$ cat src/rtl/mutton_price_pkg.sv
`default_nettype none
// ============================================================================
// Package : mutton_price_pkg - item codes, price table and encoder FSM states
// Rev     : 1.0
// ============================================================================
package mutton_price_pkg;

  typedef enum logic [2:0] {
    ITEM_MEAT   = 3'b000,
    ITEM_LIVER  = 3'b101,
    ITEM_SPLINE = 3'b110,
    ITEM_BONE   = 3'b111
  } item_code_e;

  localparam int unsigned PRICE_MEAT   = 1000;
  localparam int unsigned PRICE_LIVER  = 600;
  localparam int unsigned PRICE_SPLINE = 200;
  localparam int unsigned PRICE_BONE   = 100;

  typedef enum logic [0:0] {
    ST_EMPTY = 1'b0,
    ST_FULL  = 1'b1
  } enc_state_e;

endpackage
`default_nettype wire

$ cat src/rtl/mutton_price_lookup.sv
`default_nettype none
// ============================================================================
// Module : mutton_price_lookup - combinational price -> {hit, item code}
// Rev    : 1.0
// ============================================================================
module mutton_price_lookup
  import mutton_price_pkg::*;
#(
  parameter int PRICE_W = 11
) (
  input  logic [PRICE_W-1:0] price,
  output logic               hit,
  output logic [2:0]         code
);

  // An unmatched price is a legal miss: code stays ITEM_MEAT, hit stays low.
  always_comb begin
    hit  = 1'b0;
    code = ITEM_MEAT;
    unique0 case (price)
      PRICE_W'(PRICE_MEAT): begin
        hit  = 1'b1;
        code = ITEM_MEAT;
      end
      PRICE_W'(PRICE_LIVER): begin
        hit  = 1'b1;
        code = ITEM_LIVER;
      end
      PRICE_W'(PRICE_SPLINE): begin
        hit  = 1'b1;
        code = ITEM_SPLINE;
      end
      PRICE_W'(PRICE_BONE): begin
        hit  = 1'b1;
        code = ITEM_BONE;
      end
    endcase
  end

endmodule
`default_nettype wire

$ cat src/rtl/mutton_price_encoder.sv
`default_nettype none
// ============================================================================
// Module : mutton_price_encoder - price stream -> registered item-code stream
//          with saturating bill total; MUTTON_ENC_STATS_EN adds hit/miss counts
// Rev    : 1.0
// ============================================================================
module mutton_price_encoder
  import mutton_price_pkg::*;
#(
  parameter int PRICE_W = 11,
  parameter int TOTAL_W = 16,
  parameter int CNT_W   = 8
) (
  input  logic               clk,
  input  logic               rst_n,
  input  logic               in_valid,
  output logic               in_ready,
  input  logic [PRICE_W-1:0] in_price,
  output logic               out_valid,
  input  logic               out_ready,
  output logic [2:0]         out_code,
  output logic               out_hit,
  input  logic               clr_total,
  output logic [TOTAL_W-1:0] total,
  output logic [CNT_W-1:0]   hit_cnt,
  output logic [CNT_W-1:0]   miss_cnt
);

  localparam int SUM_W = ((TOTAL_W > PRICE_W) ? TOTAL_W : PRICE_W) + 1;

  enc_state_e         state;
  enc_state_e         state_next;
  logic               accept;
  logic               lk_hit;
  logic [2:0]         lk_code;
  logic [2:0]         code_q;
  logic               hit_q;
  logic [TOTAL_W-1:0] total_q;
  logic [TOTAL_W-1:0] total_base;
  logic [TOTAL_W-1:0] total_next;
  logic [SUM_W-1:0]   sum;

  mutton_price_lookup #(.PRICE_W(PRICE_W)) u_lookup (
    .price (in_price),
    .hit   (lk_hit),
    .code  (lk_code)
  );

  always_ff @(posedge clk) begin
    if (!rst_n) begin
      state <= ST_EMPTY;
    end else begin
      state <= state_next;
    end
  end

  always_comb begin
    state_next = state;
    case (state)
      ST_EMPTY: if (accept) state_next = ST_FULL;
      ST_FULL:  if (out_ready && !accept) state_next = ST_EMPTY;
      default:  state_next = ST_EMPTY;
    endcase
  end

  always_comb begin
    out_valid = (state == ST_FULL);
    in_ready  = (state == ST_EMPTY) || out_ready;
  end

  assign accept   = in_valid && in_ready;
  assign out_code = code_q;
  assign out_hit  = hit_q;
  assign total    = total_q;

  // Clear takes effect before the add, so clear + matched accept yields the price.
  always_comb begin
    total_base = clr_total ? '0 : total_q;
    sum        = SUM_W'(total_base) + SUM_W'(in_price);
    total_next = total_base;
    if (accept && lk_hit) begin
      total_next = (|sum[SUM_W-1:TOTAL_W]) ? '1 : sum[TOTAL_W-1:0];
    end
  end

  always_ff @(posedge clk) begin
    if (!rst_n) begin
      code_q  <= ITEM_MEAT;
      hit_q   <= 1'b0;
      total_q <= '0;
    end else begin
      total_q <= total_next;
      if (accept) begin
        code_q <= lk_code;
        hit_q  <= lk_hit;
      end
    end
  end

`ifdef MUTTON_ENC_STATS_EN
  logic [CNT_W-1:0] hit_cnt_q;
  logic [CNT_W-1:0] miss_cnt_q;

  always_ff @(posedge clk) begin
    if (!rst_n) begin
      hit_cnt_q  <= '0;
      miss_cnt_q <= '0;
    end else if (accept) begin
      if (lk_hit && (hit_cnt_q != '1)) hit_cnt_q <= hit_cnt_q + CNT_W'(1);
      if (!lk_hit && (miss_cnt_q != '1)) miss_cnt_q <= miss_cnt_q + CNT_W'(1);
    end
  end

  assign hit_cnt  = hit_cnt_q;
  assign miss_cnt = miss_cnt_q;
`else
  assign hit_cnt  = '0;
  assign miss_cnt = '0;
`endif

endmodule
`default_nettype wire

$ cat config.mk
export PLATFORM = sky130hd
export DESIGN_NAME = mutton_price_encoder
export DESIGN_NICKNAME = d
export VERILOG_FILES = /design/src/rtl/mutton_price_pkg.sv /design/src/rtl/mutton_price_lookup.sv /design/src/rtl/mutton_price_encoder.sv
export SDC_FILE = /design/constraint.sdc
export NUM_CORES = 1
export LEC_CHECK = 0
export BUFFER_PORTS_ARGS = -buffer_cell sky130_fd_sc_hd__buf_2
export CAP_MARGIN = 20
export CORE_MARGIN = 1
export CORE_UTILIZATION = 53
export CTS_BUF_LIST = sky130_fd_sc_hd__clkbuf_8
export DETAILED_ROUTE_END_ITERATION = 16
export GPL_ROUTABILITY_DRIVEN = 0
export GPL_TIMING_DRIVEN = 0
export PLACE_DENSITY = 0.95
export SYNTH_ARGS = -nofsm -noshare
export SYNTH_HDL_FRONTEND = slang
export SYNTH_HIERARCHICAL = 1
export SYNTH_SLANG_ARGS = --single-unit
$ cat constraint.sdc
create_clock -name clk -period 3.1 [get_ports clk]
set_clock_uncertainty 0.1 [all_clocks]
set_input_delay 0.62 -clock clk [delete_from_list [all_inputs] [get_ports clk]]
set_output_delay 0.62 -clock clk [all_outputs]
set_load 0.02 [all_outputs]
==> results.yml <==
run_status:
  status: "finished, final reports clean"
power_and_ir_drop:
  power_frac_seq: 0.486
  power_frac_comb: 0.180
  vdd_drop_max_mv: 0.309
  power_density_mw_per_mm2: 272
  p_sw_uw: 158
  p_total_uw: 557
  power.internal_uw: 399
  p_leak_nw: 0.989
  swShare: 0.283
  power_frac_clock: 0.334
critical_path:
  path_class: "in -> reg"
  cp.arrival_ns: 2.94
  cp-startpoint: "clr_total"
  worstPathMaxFanout: 10
  critical_path_required_ns: 3.14
  cp-start-kind: "input port"
  endpoint_kind: "flip-flop"
  reg2reg_slack_ns: 0.47
  rr_startpoint: "total[0]"
die:
  start_util: 0.556
  dieArea_mm2: 0.00343
  core_region_area_mm2: 0.00305
  io_pins: 54
  die_h_um: 58.6
  die_w_um: 58.6
  row_count: 20
yosys:
  synthTopCellsByArea: "dfxtp_1 25%, ha_1 8.1%, buf_4 7.5%"
  yosysUniqueCellTypes: 48
  ys_ff_latch: 21
  synth.avg_cell_area_um2: 7.89
  yosys.area.top_type_share: 0.248
  synth_cells: 215
  synth_largest_area_cell: "dfxtp_1"
  seq_area_frac_synth: 0.248
  synth_area_mm2: 0.00170
  yosysWarningCount: 6
route:
  top_layer_used: "met4"
  wire_per_inst_um: 12.4
  first_pass_iters: 5
  drc: 0
  drt-met1-wl_mm: 1.72
  wl_met3_um: 256
  met2WireLength_mm: 1.92
  vias: 1691
  drt_iter0_markers: 71
  ant_nets: 0
  finalWirelength_mm: 3.91
  viasPerCell: 5.39
cts:
  cts_tree: "done"
  clockRootBuffer: "clkbuf_8"
  cts_setup_buffers: 0
  htree_levels: 1
  cts_buffer_depth: 2
  numCtsBuffers: 3
  cts_sinks: 21
  clk_pin_slew_ns: 0.08
  insertion_delay_ns: 0.26
  hold_buffers: 0
global_routing:
  grt_pass1_wl_mm: 6.35
  grt_pass1_vias: 1475
  grt_max_degree: 13
  grt.overflow.total: 0
  track_usage: 0.239
  antenna_found_initial: 0
finish:
  syn_to_final_growth_pct: 20.8
  diodes: 0
  drive_gt1_frac: 0.259
  final_nets: 299
  final_common_cell: "buf_2"
  final_cell_mix: "36 x buf_2, 24 x a21oi_1, 21 x dfxtp_1"
  fillers: 269
sta:
  setup_violations: 0
  finalCriticalPeriod_ns: 2.90
  rsz0062_at_grt: "false"
  fin_crit_sh: 0.934
  fin_setup_tns_ns: 0
  hold_viol: 0
  max_freq_mhz: 345
  maxSlewViolCount: 0
placement:
  port_buffers: 36
  dpl.hpwl_mm: 3.03
hold_path:
  min_from: "out_code[2]"
  hold_path_class: "reg -> reg"
flow_run:
  drv_cap: 0
[final timing paths]
check	end	depth (start not counted)
min	out_code[2]	2
min reg2reg	out_code[2]	2
max	total[9]	10
max reg2reg	total[9]	9
[power by group through the flow]
stage / Sequential (mW) / Clock [mW] / Combinational [mW]
floorplan: 0.279 / 0 / 0.0684
detailed placement: 0.277 / 0 / 0.0978
global route: 0.271 / 0.199 / 0.109
finish: 0.271 / 0.186 / 0.100
global placement: 0.277 / 0 / 0.0960
CTS: 0.271 / 0.187 / 0.0990
[per-stage QoR]
step	cells	cell area [µm²]	hold WS [ns]	worst slack [ns]	util
after floorplan	230	1750	0.434	0.253	-
after global placement	310	1990	0.343	-0.426	0.651
after detailed placement	310	1990	0.353	-0.479	0.651
after CTS	314	2040	0.364	0.0791	0.669
after global routing	314	2050	0.382	0.0290	0.671
final	314	2050	0.357	0.203	0.671
[kinds of logic (layout without fill, tap and decap cells)]
logic type | Yosys count | count (layout) | share of synthesized area
AOI/OAI and AO/OA | 57 | 57 | 0.209
xor gates and xnor gates | 9 | 9 | 0.0465
adders and majority gates | 12 | 12 | 0.0929
buffers and inverters | 26 | 66 | 0.0996
DFF | 21 | 21 | 0.248
muxes | 2 | 2 | 0.0118
other | 1 | 16 | 0.00221
and+or+nand+nor | 87 | 87 | 0.291
[per-layer routing]
metal  global-route usage  vias up
met4               0.0442        0
met1                0.294      769
met2                0.430       63
met5                    0        -
li1                     -      857
met3               0.0527        2
[repair_timing]
item / CTS / global route
pin swaps: 0 / 0
setup endpoints to repair: 9 / 9
resized for setup: 2 / 1
[registers in the layout (all words and copies together) (netlist names)]
name       flops
total         16
out_code       3
out_hit        1
out_valid      1
[area by class of cell]
| cell class | count | area, µm² | area share |
|---|---|---|---|
| Multi-Input combinational cell | 183 | 1180 | 0.574 |
| Clock buffer | 3 | 41.3 | 0.0201 |
| Clock inverter | 1 | 5.00 | 0.00244 |
| Inverter | 4 | 15.0 | 0.00733 |
| Timing Repair Buffer | 36 | 180 | 0.0879 |
| Buffer | 22 | 155 | 0.0757 |
| Sequential cell | 21 | 420 | 0.205 |
| Tap cell | 44 | 55.1 | 0.0269 |
[critical path, stage by stage]
cell and delay [ns]:
buf_2 0.18, clkbuf_2 0.27, nor2b_1 0.09, ha_1 0.34, a211o_1 0.35, a31o_2 0.25, a31oi_2 0.25, nor2_1 0.15
a21oi_4 0.31, a21oi_1 0.12
[synth_stat cells (all sizes together)]
| cell type | number |
|---|---|
| nand2 | 17 |
| and4 | 1 |
| and2b | 1 |
| or4 | 1 |
| o21ai | 14 |
| xnor2 | 5 |
| inv | 4 |
| nor2 | 13 |
| o311a | 1 |
| a211oi | 2 |
| nand4 | 6 |
| or2 | 1 |
| or3b | 1 |
| nor4 | 1 |
| a311o | 1 |
| a211o | 1 |
| nand3 | 15 |
| nor2b | 16 |
| o21a | 1 |
| fa | 1 |
| and4bb | 1 |
| o31ai | 1 |
| nor4b | 1 |
| nand2b | 3 |
| a21oi | 25 |
| buf | 18 |
| a31o | 1 |
| dfxtp | 21 |
| a21o | 2 |
| o221a | 2 |
| mux2i | 2 |
| o31a | 1 |
| nor3b | 2 |
| xor2 | 4 |
| o311ai | 1 |
| clkbuf | 4 |
| a31oi | 1 |
| and4b | 1 |
| nor3 | 3 |
| ha | 11 |
| conb | 1 |
| and2 | 2 |
| o211ai | 3 |
| and3 | 1 |
Note: power is estimated with default switching activity, not from simulation.
